**config.mk**
```make
export PLATFORM = sky130hd
export DESIGN_NAME = alu_issue_ctrl
export DESIGN_NICKNAME = d
export VERILOG_FILES = /design/src/rtl/cpu_pkg.sv /design/src/rtl/regfile_8x12.sv /design/src/rtl/alu_issue_ctrl.sv
export SDC_FILE = /design/constraint.sdc
export NUM_CORES = 1
export LEC_CHECK = 0
export BUFFER_PORTS_ARGS = -buffer_cell sky130_fd_sc_hd__buf_2
export CAP_MARGIN = 20
export CORE_MARGIN = 2
export CORE_UTILIZATION = 45
export DETAILED_ROUTE_END_ITERATION = 10
export PLACE_DENSITY = 0.68
export SLEW_MARGIN = 20
export SYNTH_ARGS = -nofsm -noshare
export SYNTH_HDL_FRONTEND = slang
export SYNTH_HIERARCHICAL = 1
export SYNTH_SLANG_ARGS = --single-unit
```
**constraint.sdc**
```tcl
create_clock -name clk -period 6.49 [get_ports clk]
set_clock_uncertainty 0.2 [all_clocks]
set_input_delay 0.3245 -clock clk [delete_from_list [all_inputs] [get_ports clk]]
set_output_delay 0.3245 -clock clk [all_outputs]
set_load 0.05 [all_outputs]
```
**src/rtl/cpu_pkg.sv**
```systemverilog
// Shared widths, opcodes, instruction field positions and FSM encoding
// for the ALU issue/writeback controller.
package cpu_pkg;

    localparam int DW   = 12;
    localparam int NREG = 8;
    localparam int AW   = 3;
    localparam int IW   = 12;

    localparam logic [2:0] OP_ADD = 3'b000;
    localparam logic [2:0] OP_XOR = 3'b001;

    localparam int OP_HI  = 11;
    localparam int OP_LO  = 9;
    localparam int RD_HI  = 8;
    localparam int RD_LO  = 6;
    localparam int RS1_HI = 5;
    localparam int RS1_LO = 3;
    localparam int RS2_HI = 2;
    localparam int RS2_LO = 0;

    typedef enum logic [1:0] {
        IDLE = 2'd0,
        READ = 2'd1,
        EXEC = 2'd2,
        WB   = 2'd3
    } state_t;

endpackage

```
**src/rtl/regfile_8x12.sv**
```systemverilog
// 8x12 register file: two combinational operand reads, a debug read and one
// write port shared between the host load and the writeback path.
module regfile_8x12 #(
    parameter int DW   = 12,
    parameter int NREG = 8,
    parameter int AW   = 3
) (
    input  logic          clk,
    input  logic          rst,
    input  logic          i_ld_en,
    input  logic [AW-1:0] i_ld_addr,
    input  logic [DW-1:0] i_ld_data,
    input  logic          i_wb_en,
    input  logic [AW-1:0] i_wb_addr,
    input  logic [DW-1:0] i_wb_data,
    input  logic [AW-1:0] i_raddr1,
    output logic [DW-1:0] o_rdata1,
    input  logic [AW-1:0] i_raddr2,
    output logic [DW-1:0] o_rdata2,
    input  logic [AW-1:0] i_dbg_addr,
    output logic [DW-1:0] o_dbg_data
);

    logic [NREG-1:0][DW-1:0] r_mem;
    logic                    w_we;
    logic [AW-1:0]           w_waddr;
    logic [DW-1:0]           w_wdata;

    // Writeback wins; the controller only enables loads in IDLE so both never collide.
    always_comb begin
        w_we    = i_wb_en | i_ld_en;
        w_waddr = i_wb_en ? i_wb_addr : i_ld_addr;
        w_wdata = i_wb_en ? i_wb_data : i_ld_data;
    end

    always_ff @(posedge clk or posedge rst) begin
        if (rst)
            r_mem <= '0;
        else if (w_we)
            r_mem[w_waddr] <= w_wdata;
    end

    assign o_rdata1   = r_mem[i_raddr1];
    assign o_rdata2   = r_mem[i_raddr2];
    assign o_dbg_data = r_mem[i_dbg_addr];

endmodule

```
**src/rtl/alu_issue_ctrl.sv**
```systemverilog
// Four-state issue controller: accept, read operands into the ALU input
// registers, capture the external ALU result, write it back and pulse done.
module alu_issue_ctrl #(
    parameter int DW   = cpu_pkg::DW,
    parameter int NREG = cpu_pkg::NREG
) (
    input  logic                   clk,
    input  logic                   rst,
    input  logic                   instr_valid,
    input  logic [cpu_pkg::IW-1:0] instr,
    output logic                   instr_ready,
    input  logic                   ld_en,
    input  logic [cpu_pkg::AW-1:0] ld_addr,
    input  logic [DW-1:0]          ld_data,
    output logic [2:0]             alu_op,
    output logic [DW-1:0]          alu_op1,
    output logic [DW-1:0]          alu_op2,
    input  logic [DW-1:0]          alu_out,
    output logic                   done,
    output logic [DW-1:0]          result,
    output logic [cpu_pkg::AW-1:0] result_rd,
    input  logic [cpu_pkg::AW-1:0] dbg_addr,
    output logic [DW-1:0]          dbg_data
);
    import cpu_pkg::*;

    state_t          r_state;
    logic [2:0]      r_op;
    logic [AW-1:0]   r_rd, r_rs1, r_rs2;
    logic [2:0]      r_alu_op;
    logic [DW-1:0]   r_op1, r_op2, r_cap, r_result;
    logic [AW-1:0]   r_result_rd;
    logic            r_done;
    logic [DW-1:0]   w_rdata1, w_rdata2;
    logic            w_hs, w_ld_we, w_wb_we;

    // Ready is gated by rst so nothing is offered while the block is held in reset.
    assign instr_ready = (r_state == IDLE) && !rst;
    assign w_hs        = instr_valid && instr_ready;
    assign w_ld_we     = ld_en && (r_state == IDLE);
    assign w_wb_we     = (r_state == WB);

    regfile_8x12 #(.DW(DW), .NREG(NREG), .AW(AW)) u_rf (
        .clk        (clk),
        .rst        (rst),
        .i_ld_en    (w_ld_we),
        .i_ld_addr  (ld_addr),
        .i_ld_data  (ld_data),
        .i_wb_en    (w_wb_we),
        .i_wb_addr  (r_rd),
        .i_wb_data  (r_cap),
        .i_raddr1   (r_rs1),
        .o_rdata1   (w_rdata1),
        .i_raddr2   (r_rs2),
        .o_rdata2   (w_rdata2),
        .i_dbg_addr (dbg_addr),
        .o_dbg_data (dbg_data)
    );

    always_ff @(posedge clk or posedge rst) begin
        if (rst) begin
            r_state     <= IDLE;
            r_op        <= '0;
            r_rd        <= '0;
            r_rs1       <= '0;
            r_rs2       <= '0;
            r_alu_op    <= '0;
            r_op1       <= '0;
            r_op2       <= '0;
            r_cap       <= '0;
            r_result    <= '0;
            r_result_rd <= '0;
            r_done      <= 1'b0;
        end else begin
            r_done <= 1'b0;
            case (r_state)
                IDLE: if (w_hs) begin
                    r_op    <= instr[OP_HI:OP_LO];
                    r_rd    <= instr[RD_HI:RD_LO];
                    r_rs1   <= instr[RS1_HI:RS1_LO];
                    r_rs2   <= instr[RS2_HI:RS2_LO];
                    r_state <= READ;
                end
                READ: begin
                    r_alu_op <= r_op;
                    r_op1    <= w_rdata1;
                    r_op2    <= w_rdata2;
                    r_state  <= EXEC;
                end
                EXEC: begin
                    r_cap   <= alu_out;
                    r_state <= WB;
                end
                WB: begin
                    r_result    <= r_cap;
                    r_result_rd <= r_rd;
                    r_done      <= 1'b1;
                    r_state     <= IDLE;
                end
                default: r_state <= IDLE;
            endcase
        end
    end

    assign alu_op    = r_alu_op;
    assign alu_op1   = r_op1;
    assign alu_op2   = r_op2;
    assign done      = r_done;
    assign result    = r_result;
    assign result_rd = r_result_rd;

endmodule

```
[Word-level counts from Yosys, hierarchy flattened]
Cells that the tools add are included.
Operators by class
  add/sub/neg operators: 0
  multiply operators: 0
  divide/modulo/power cells: 0
  $lt $le $gt $ge: 5
  eq/ne operators: 4
  shift operators: 0
  multiplexer cells: 14
  bitwise gates (word level): 1
  reductions and logical operators: 7
Operator list (number)
  12-bit binary-select mux with 3-bit select: 3
  96-bit bitwise mux: 1
  12-bit 2-to-1 mux: 5
  12-bit demux with 3-bit select: 1
  3-bit by 4-bit < comparator with 1-bit output (second input constant): 4
  2-bit case mux with 4 select lines: 1
  2-bit equality test (second input constant): 2
  1-bit logical AND: 4
  3-bit by 1-bit >= comparator with 1-bit output (second input constant): 1
  3-bit 2-to-1 mux: 1
  2-bit by 1-bit equality test with 1-bit output (second input constant): 1
  2-bit logical NOT: 1
  2-bit 2-to-1 mux: 1
  2-bit != test (second input constant): 1
  2-bit AND reduction: 1
  1-bit logical NOT: 1
  1-bit 2-to-1 mux: 1
  1-bit bitwise OR: 1
Word-level totals
  register bits: 165
  bits in latches: 0
  RAM bits: 0
  ROM bits: 0
  output and inout bits: 56
  memories kept: 0

[Depth between registers and ports, before layout]
Gate-level depths: netlist of run 1.
  depth after elaboration: 7
  gate-level depth with buffers: 7

[Modules after synthesis]
The synthesis of run 1 kept the hierarchy.
By module, submodules not included
  regfile_8x12: instances 1, cells an instance 364, area each 6236.0 um^2, sequential area each 2402.3 um^2
  alu_issue_ctrl: instances 1, cells an instance 158, area each 2682.6 um^2, sequential area each 1726.7 um^2

[Worst setup path before layout of run 1]
Ideal clock, no wire load.
  kind: reg2reg
  start point: reg r_state[0]
  end point: reg u_rf/r_mem[72] (netlist name)
  arrival: 1.997 ns
  required time: 6.165 ns
  setup slack: 4.168 ns
  cell stages (with the launch flop): 8
  cells stage by stage: dfrtp_1 > inv_1 > ha_1 > and2_1 > or3b_4 > a22oi_4 > buf_12 > mux2_4
RTL lines
  start, declared: line alu_issue_ctrl.sv:27  | state_t r_state;
  start signal, assigned: line alu_issue_ctrl.sv:62  | r_state <= IDLE;
  start signal, assigned: line alu_issue_ctrl.sv:82  | r_state <= READ;
  start signal, assigned: line alu_issue_ctrl.sv:88  | r_state <= EXEC;
  2-bit logical NOT: line alu_issue_ctrl.sv:40  | assign w_ld_we = ld_en && (r_state == IDLE);
  1-bit logical AND: line alu_issue_ctrl.sv:40
  net w_ld_we: line alu_issue_ctrl.sv:35  | logic w_hs, w_ld_we, w_wb_we;
  1-bit bitwise OR: line regfile_8x12.sv:31  | w_we = i_wb_en | i_ld_en;
  end signal, assigned by index: line regfile_8x12.sv:40  | r_mem[w_waddr] <= w_wdata;
  end, declared: line regfile_8x12.sv:24  | logic [NREG-1:0][DW-1:0] r_mem;
The timed path passes the listed nets, and every way through them passes these cells.
A chain may end at the register's enable or synchronous reset.

[Worst setup path in the final report of run 1]
  start point: reg r_state[1]
  end point: reg u_rf/r_mem[22] (netlist name)
On the way
  word-level cells in the longest chain between the ends: 7
RTL lines
  2-bit equality test (*): line alu_issue_ctrl.sv:41  | assign w_wb_we = (r_state == WB);
  net w_wb_we: line alu_issue_ctrl.sv:35
  3-bit 2-to-1 mux: line regfile_8x12.sv:32  | w_waddr = i_wb_en ? i_wb_addr : i_ld_addr;
  3-bit by 4-bit < comparator with 1-bit output (not written as such) or 3-bit by 1-bit >= comparator with 1-bit output (tied branches): line regfile_8x12.sv:40
  1-bit logical AND (not written as such): line regfile_8x12.sv:40
  12-bit 2-to-1 mux (not written as such): line regfile_8x12.sv:40
  12-bit demux with 3-bit select
  96-bit bitwise mux: line regfile_8x12.sv:40
The timed path passes the listed nets; every way through them passes the cells marked *.

==> flow_metrics.tcl, run 1 <==
set metrics [dict create \
    drive_gt1_share_pct 65.9 \
    period_minus_slack_ns 2.98 \
    slew_violations 0 \
    min_period_over_period_pct 45.9 \
    synth_edf_count 0 \
    dpl.hpwl_microns 13400 \
    grt_overflow 0 \
    cp_max_fo 40 \
    avgSynthCellArea_sq_um 17.1 \
    arrival_ns 3.09 \
    grt_pass1_wl_microns 32600 \
    htree_levels 4 \
    p_leak_nw 4.29 \
    clkLatencyLatePin_ns 0.42 \
    synthCells 522 \
    synth_nets 573 \
    hold_path_class "in -> reg" \
    rows 51 \
    finalWeightedCongestion 0.773 \
    fp.coreArea_sq_um 19500 \
    drv_cap 0 \
    port_buffers 101 \
    cts_buffers 17 \
    path_clk_slew_ns 0.06 \
    cts_root_buf "clkbuf_16" \
    timing.hold.ws_ns 0.176 \
    drt_iter0_markers 373 \
    ys_types 28 \
    synthTopCellsByCount "dfrtp_1 (165), mux2_2 (160), mux4_2 (72), mux2_4 (40), buf_2 (21)" \
    grt_max_degree 58 \
    cp_top_family "compound AO/OA/AOI/OAI gates" \
    ios 102 \
    fmax_mhz 336 \
    path_cells "ha_1 > buf_4 > or3b_1 > a22oi_2 > mux2_2" \
    critPathSlowestCell "a22oi_2" \
    ys.warnings.count 6 \
    cts_tree "done" \
    die_y_microns 145 \
    critPathLaunchType "register" \
    yosysMostFrequentCell "dfrtp_1" \
    via_count 5176 \
    grt_pass1_vias 5665 \
    ys_async_sr_fraction_pct 100 \
    syn_area_sq_um 8920 \
    firstDrtPassIters 4 \
    seqCellArea_sq_um 4130 \
    max_stage_delay_ns 0.79 \
    num_antenna_cells 0 \
    ys_seq_elements 165 \
    synth_top_area_share_pct 46.3 \
    synth.largest_area_cell "dfrtp_1" \
    die-area_sq_um 21000 \
    grt.total_usage_pct 21.1 \
    wirelength_microns 20700 \
    ys.flop_type "dfrtp_1" \
    drc 0 \
    critPathBufInv 1 \
    start_util_pct 45.8 \
    vdd.ir_drop.worst_mv 0.361 \
    fin_setup_tns_ns 0 \
    antenna_found_initial 0 \
    synth.area.top_cells "dfrtp_1 (46%), mux2_2 (20%), mux4_2 (18%)" \
    cts.sinks 165 \
    final_cells 913 \
    hold_viol_final 0 \
    dieWidth_microns 145 \
    clockBufferDepth 2 \
    nNetsFinal 686 \
    run_status "complete, no violations" \
    fillers 1595 \
    crit_type "reg -> reg" \
    syn_to_final_growth_pct 16.4 \
    end_kind "register" \
    setup_viol 0 \
    multi_input_area_sq_um 4500 \
    ant_nets 0 \
    dp.cells 856 \
    rsz0062_at_grt "no" \
    wl_per_cell_microns 22.7 \
    yosysSeqAreaShare_pct 46.3 \
    cp.required_ns 6.60 \
    tightestPinTransition_ns 1.08 \
    slew-limit-headroom_pct 28.3 \
    powerDensity_nw_per_um2 612 \
    via_per_inst 5.67 \
]
[worst paths after layout]
check / start / end / slack [ns] / cells past startpoint
min reg2reg: alu_op1[8]$_DFFE_PP0N_ / alu_op1[8]$_DFFE_PP0N_ / 0.30 / 1
max in group asynchronous: rst / u_rf/r_mem[49]$_DFFE_PP0P_ / 4.51 / 4
max reg2reg: r_state[1]$_DFFE_PP0P_ / u_rf/r_mem[22]$_DFFE_PP0P_ / 3.51 / 5
min: instr_valid / r_state[0]$_DFFE_PP0P_ / 0.18 / 4
min in group asynchronous: rst / u_rf/r_mem[83]$_DFFE_PP0P_ / 0.39 / 3
max: r_state[1]$_DFFE_PP0P_ / u_rf/r_mem[22]$_DFFE_PP0P_ / 3.51 / 5
[where the power goes]
| group | switching, W | internal [W] |
|---|---|---|
| registers | 0.000555 | 0.00157 |
| logic | 0.00155 | 0.00165 |
| clock network | 0.000415 | 0.000616 |
[per-layer routing]
metal	up-vias	part of all wire, %	global-route usage (%)
met5	-	0	0
met2	151	50	34.7
met4	0	1.8	6.75
met3	27	5.5	4.01
li1	2245	-	-
met1	2753	43	28.7
[flip-flops by register name, indices dropped and copies added, names as in the netlist]
name and count:
alu_op2 12, result 12, r_cap 12, r_rs1 3, result_rd 3, done 1, r_rd 3, r_op 3
r_rs2 3, u_rf/r_mem 96, alu_op1 12, r_state 2, alu_op 3
[cells by family (layout without fill, tap and decap cells)]
family / count (synthesis) / count (layout) / share of synthesized area, %
compound gates: 9 / 9 / 1.57
simple gates: 16 / 16 / 1.53
mux: 284 / 284 / 46.6
fa+ha+maj: 5 / 5 / 0.701
buf+inv: 43 / 169 / 3.28
flops: 165 / 165 / 46.3
[stage by stage]
| step | util (%) | instance area, sq um | total power [W] | setup WS [ns] |
|---|---|---|---|---|
| finish | 53.3 | 10400 | 0.00635 | 3.51 |
| global route | 53.3 | 10400 | 0.00669 | 3.41 |
| CTS | 53.3 | 10400 | 0.00640 | 3.53 |
| detailed placement | 49.0 | 9530 | 0.00533 | 3.55 |
| global placement | 49.0 | 9530 | 0.00520 | 3.59 |
| floorplan | - | 8920 | 0.00461 | 3.46 |
[cell type report]
cell class,instances,area share [%]
well taps,265,3.19
multi-input cells,314,43.3
clock inverters,12,1.48
flip-flops and latches,165,39.8
clock buffers,20,4.30
repair buffers,132,7.71
inverters,5,0.193
[placed cells by master (no fill, tap or decap)]
master         netlist  routed
inv_6                0       1
inv_2                0       1
buf_4                7       6
nand3b_1             3       3
ha_1                 5       5
dfrtp_2              0       2
nand2b_2             1       1
inv_1                5       3
nand3_1              1       1
clkinv_2             0       4
clkinv_4             0       2
nor2b_4              1       1
a22oi_2              4       4
or3_1                1       1
nand2_2              1       1
buf_2               21     101
mux2_1              11      11
mux2_2             160     160
nor2_1               1       1
dfrtp_1            165     163
clkbuf_8             0       1
clkinvlp_4           0       3
mux2_4              40      40
bufinv_16            0       3
mux2i_1              1       1
clkbuf_16            0      17
dlygate4sd3_1        0      25
or3b_4               2       2
clkbuf_1             3       2
or3b_1               2       2
a22oi_4              4       4
mux4_2              72      72
o21ai_0              1       1
nand3b_4             1       1
nand2_1              1       1
and2_1               1       1
[worst min-delay path: cells and delay by family]
kind / cells / cell delay (ns)
buffers and inverters: 2 / 0.16
AO/OA/AOI/OAI: 1 / 0.13
multiplexers: 1 / 0.14
[timing repair]
action | in CTS | in global routing
hold buffers | 25 | 0
buffers inserted | 0 | 0
hold endpoints to repair | 94 | 0
resized for setup | 0 | 0
(Power assumes the default switching activity.)
==> run 2: changes to the inputs <==
- clock period: 6.49 -> 2.8 ns (I/O delays scaled with it)
==> flow_metrics.tcl, run 2 (same netlist as run 1, synthesis figures left out) <==
set metrics [dict create \
    layout_commonest_cell "dfrtp_1" \
    r2r_start "r_state[0]$_DFFE_PP0P_" \
    cts_buffers 17 \
    wl_per_cell_microns 22.2 \
    grt_pass1_wl_microns 32700 \
    fin_setup_tns_ns 0 \
    holdPathStages 3 \
    fp.coreArea_sq_um 19500 \
    seqCellArea_sq_um 4130 \
    cts_root_buf "clkbuf_16" \
    htree_levels 4 \
    p_leak_nw 4.40 \
    via_per_inst 5.60 \
    start_util_pct 45.8 \
    antenna_found_initial 0 \
    layout_common_cells "dfrtp_1 (165), mux2_2 (160), buf_2 (101)" \
    wirelength_microns 20700 \
    syn_to_final_growth_pct 19.2 \
    firstDrtPassIters 4 \
    dieWidth_microns 145 \
    finalWeightedCongestion 0.766 \
    regMostFlops "u_rf/r_mem" \
    cp_max_fo 8 \
    cts_tree "done" \
    grt.total_usage_pct 21.4 \
    rsz0062_at_grt "no" \
    hold_path_end "u_rf/r_mem[23]$_DFFE_PP0P_" \
    die_y_microns 145 \
    powerDensity_nw_per_um2 1390 \
    clkLatencyLatePin_ns 0.43 \
    vdd.ir_drop.worst_mv 0.651 \
    min_period_over_period_pct 91.1 \
    final_cells 932 \
    rows 51 \
    fmax_mhz 392 \
    fillers 1568 \
    cts_setup_buffers 0 \
    slew-limit-headroom_pct 48.9 \
    finish.utilization_pct 54.6 \
    hp-start "ld_data[11]" \
    hold_viol_final 0 \
    via_count 5217 \
    num_antenna_cells 0 \
    dpl.hpwl_microns 14100 \
    grt_pass1_vias 5667 \
    arrival_ns 2.66 \
    cts.sinks 165 \
    r2r_slack_ns 0.25 \
    cp.required_ns 2.91 \
    port_buffers 101 \
    r2r-end "u_rf/r_mem[78]$_DFFE_PP0P_" \
    largest_reg_flops 96 \
    crit_type "reg -> reg" \
    clockBufferDepth 2 \
    end_kind "register" \
    nNetsFinal 706 \
    hold_path_class "in -> reg" \
    grt_overflow 0 \
    drv_cap 0 \
    die-area_sq_um 21000 \
    path_clk_slew_ns 0.07 \
    rr_worst_depth 7 \
    run_status "complete, no violations" \
    ctsHoldBuffers 27 \
    ios 102 \
    multi_input_area_sq_um 4500 \
    tightestPinTransition_ns 0.766 \
    critPathLaunchType "register" \
    post_cts_resized 0 \
    drive_gt1_share_pct 66.6 \
    setup_viol 0 \
    ant_nets 0 \
    dp.cells 874 \
    drc 0 \
    grt_max_degree 64 \
    drt_iter0_markers 271 \
    slew_violations 0 \
    period_minus_slack_ns 2.55 \
]
-- run 2: changes by cell type in the layout (fill, tap and decap cells not counted), sizes merged --
| cell | delta |
|---|---|
| clkbuf | -3 |
| inv | +1 |
| clkinv | -3 |
| bufinv | -1 |
| buf | +18 |
| dlygate4sd3 | +2 |
| clkinvlp | +5 |
-- run 2: how the worst max path moves through the flow --
stage	startpoint	end	depth (start not counted)
floorplan	r_state[0]$_DFFE_PP0P_	u_rf/r_mem[72]$_DFFE_PP0P_	7
global route	r_state[0]$_DFFE_PP0P_	u_rf/r_mem[72]$_DFFE_PP0P_	7
finish	r_state[0]$_DFFE_PP0P_	u_rf/r_mem[78]$_DFFE_PP0P_	7
detailed placement	r_state[0]$_DFFE_PP0P_	u_rf/r_mem[74]$_DFFE_PP0P_	7
global placement	r_state[0]$_DFFE_PP0P_	u_rf/r_mem[77]$_DFFE_PP0P_	7
CTS	r_state[0]$_DFFE_PP0P_	u_rf/r_mem[72]$_DFFE_PP0P_	7
-- run 2: routing by layer --
layer / wire [microns] / up-vias / global-route usage (%)
li1: - / 2293 / -
met1: 8920 / 2784 / 28.1
met2: 10600 / 129 / 35.9
met3: 1060 / 11 / 4.24
met4: 142 / 0 / 6.75
met5: 0 / - / 0
-- run 2: power by group --
part	switching (W)	total, W	internal, W
clock network	0.000986	0.00230	0.00132
logic	0.00376	0.00772	0.00397
registers	0.00115	0.00480	0.00365
-- run 2: final cells by class --
| class | count | area share, % |
|---|---|---|
| Sequential cell | 165 | 38.8 |
| Timing Repair Buffer | 152 | 10.1 |
| Clock inverter | 14 | 1.47 |
| Inverter | 5 | 0.212 |
| Multi-Input combinational cell | 314 | 42.3 |
| Tap cell | 265 | 3.12 |
| Clock buffer | 17 | 4.00 |
-- run 2: worst max-delay path, cell delays in order, from the launching register on --
cell and delay, ns:
dfrtp_1 0.40, inv_1 0.13, ha_1 0.19, and2_1 0.19, or3b_4 0.47, a22oi_4 0.35
buf_12 0.19, mux2_4 0.30
-- run 2: per-stage QoR --
stage,area (sq um),worst slack [ns],hold WS [ns],total power (W)
4_1_cts,10600,0.240,0.00716,0.0150
5_1_grt,10600,0.107,0.0259,0.0156
6_report,10600,0.248,0.0295,0.0148
3_5_place_dp,9780,0.253,0.171,0.0125
3_3_place_gp,9780,0.321,0.162,0.0122
2_1_floorplan,8920,0.478,0.0885,0.0107
==> run 3: changes to the inputs <==
--- a/constraint.sdc
+++ b/constraint.sdc
@@ -4,2 +4,2 @@
 set_output_delay 0.14 -clock clk [all_outputs]
-set_load 0.05 [all_outputs]
+set_load 0.02 [all_outputs]
==> flow_metrics.tcl, run 3 (same netlist as run 1, synthesis figures left out) <==
set metrics [dict create \
    cts_root_buf "clkbuf_16" \
    die-area_sq_um 21000 \
    dp.cells 875 \
    grt_max_degree 64 \
    die_y_microns 145 \
    rows 51 \
    critPathBufInv 2 \
    arrival_ns 2.67 \
    layout_commonest_cell "dfrtp_1" \
    period_minus_slack_ns 2.56 \
    grt_pass1_vias 5623 \
    wirelength_microns 20600 \
    clkLatencyLatePin_ns 0.43 \
    post_cts_resized 0 \
    dpl.hpwl_microns 14200 \
    rsz0062_at_grt "no" \
    ant_nets 0 \
    largest_reg_flops 96 \
    clockBufferDepth 2 \
    regMostFlops "u_rf/r_mem" \
    run_status "complete, no violations" \
    ios 102 \
    p_leak_nw 4.45 \
    crit_type "reg -> reg" \
    rr_worst_depth 7 \
    r2r_slack_ns 0.24 \
    grt_overflow 0 \
    slew_violations 0 \
    via_count 5233 \
    post-place-ws_ns 0.259 \
    cts.sinks 165 \
    via_per_inst 5.59 \
    fillers 1563 \
    placed_cell_area_sq_um 9770 \
    setup_viol 0 \
    nNetsFinal 708 \
    vdd.ir_drop.worst_mv 0.579 \
    hold_viol_final 0 \
    min_period_over_period_pct 91.6 \
    cp.required_ns 2.90 \
    fin_setup_tns_ns 0 \
    hold_path_class "in -> reg" \
    firstDrtPassIters 4 \
    cp_top_family "simple AND/OR/NAND/NOR gates" \
    ctsHoldBuffers 28 \
    critPathSlowestCell "or3b_4" \
    drive_gt1_share_pct 66.4 \
    dieWidth_microns 145 \
    cts_tree "done" \
    powerDensity_nw_per_um2 1310 \
    port_buffers 101 \
    grt_pass1_wl_microns 32400 \
    path_clk_slew_ns 0.06 \
    drv_cap 0 \
    drc 0 \
    drt_iter0_markers 272 \
    antenna_found_initial 0 \
    grt.total_usage_pct 21.2 \
    layout_common_cells "dfrtp_1 (165), mux2_2 (160), buf_2 (101)" \
    finalInstanceArea_sq_um 10700 \
    wl_per_cell_microns 22.0 \
    critPathLaunchType "register" \
    slew-limit-headroom_pct 47.6 \
    fin_ws_ns 0.235 \
    cp.depth 7 \
    finalWeightedCongestion 0.760 \
    syn_to_final_growth_pct 19.7 \
    tightestPinTransition_ns 0.785 \
    cts_setup_buffers 0 \
    start_util_pct 45.8 \
    final_cells 936 \
    path_cells "inv_1 > ha_1 > and2_1 > or3b_4 > a22oi_4 > buf_4 > mux2_2" \
    fp.coreArea_sq_um 19500 \
    htree_levels 4 \
    fmax_mhz 390 \
    cts_buffers 17 \
    cp_max_fo 12 \
    max_stage_delay_ns 0.47 \
    end_kind "register" \
    holdPathStages 3 \
]
==> run 3: power breakdown <==
group | leakage (nW) | switching [W] | total (W) | internal (W)
Combinational | 2.21 | 0.00278 | 0.00675 | 0.00397
Clock | 0.307 | 0.000947 | 0.00246 | 0.00151
Sequential | 1.93 | 0.00115 | 0.00480 | 0.00365
==> run 3: worst paths after layout <==
check,start,to
setup / recovery,r_state[0]$_DFFE_PP0P_,u_rf/r_mem[52]$_DFFE_PP0P_
hold / removal,ld_data[11],u_rf/r_mem[23]$_DFFE_PP0P_
setup reg to reg,r_state[0]$_DFFE_PP0P_,u_rf/r_mem[52]$_DFFE_PP0P_
hold reg to reg,alu_op1[1]$_DFFE_PP0N_,alu_op1[1]$_DFFE_PP0N_
max in group asynchronous,rst,u_rf/r_mem[40]$_DFFE_PP0P_
min in group asynchronous,rst,u_rf/r_mem[46]$_DFFE_PP0P_
==> run 3: routing by layer <==
metal	global-route usage (%)	share of wire, %
met4	5.93	1.3
met3	4.15	4.5
met5	0	0
met2	35.6	51
met1	28.2	43
==> run 3: per-stage QoR <==
step	utilization [%]	hold slack [ns]	power, W
floorplan	-	0.0885	0.00972
detailed placement	50.2	0.171	0.0116
global placement	50.2	0.163	0.0112
CTS	54.9	0.0111	0.0141
finish	54.9	0.0204	0.0140
global route	54.9	0.0442	0.0148
==> run 3: layout make-up <==
type | count | area (sq um) | area share, %
Antenna cell | 1 | 2.50 | 0.0234
Clock buffer | 19 | 443 | 4.15
Clock inverter | 13 | 179 | 1.68
Inverter | 5 | 22.5 | 0.211
Multi-Input combinational cell | 314 | 4500 | 42.1
Sequential cell | 165 | 4130 | 38.7
Tap cell | 265 | 332 | 3.11
Timing Repair Buffer | 154 | 1070 | 10.1
==> run 3: worst min-delay path, stage by stage <==
cell    delay [ns]
buf_2         0.08
mux2_2        0.24
mux2_1        0.15
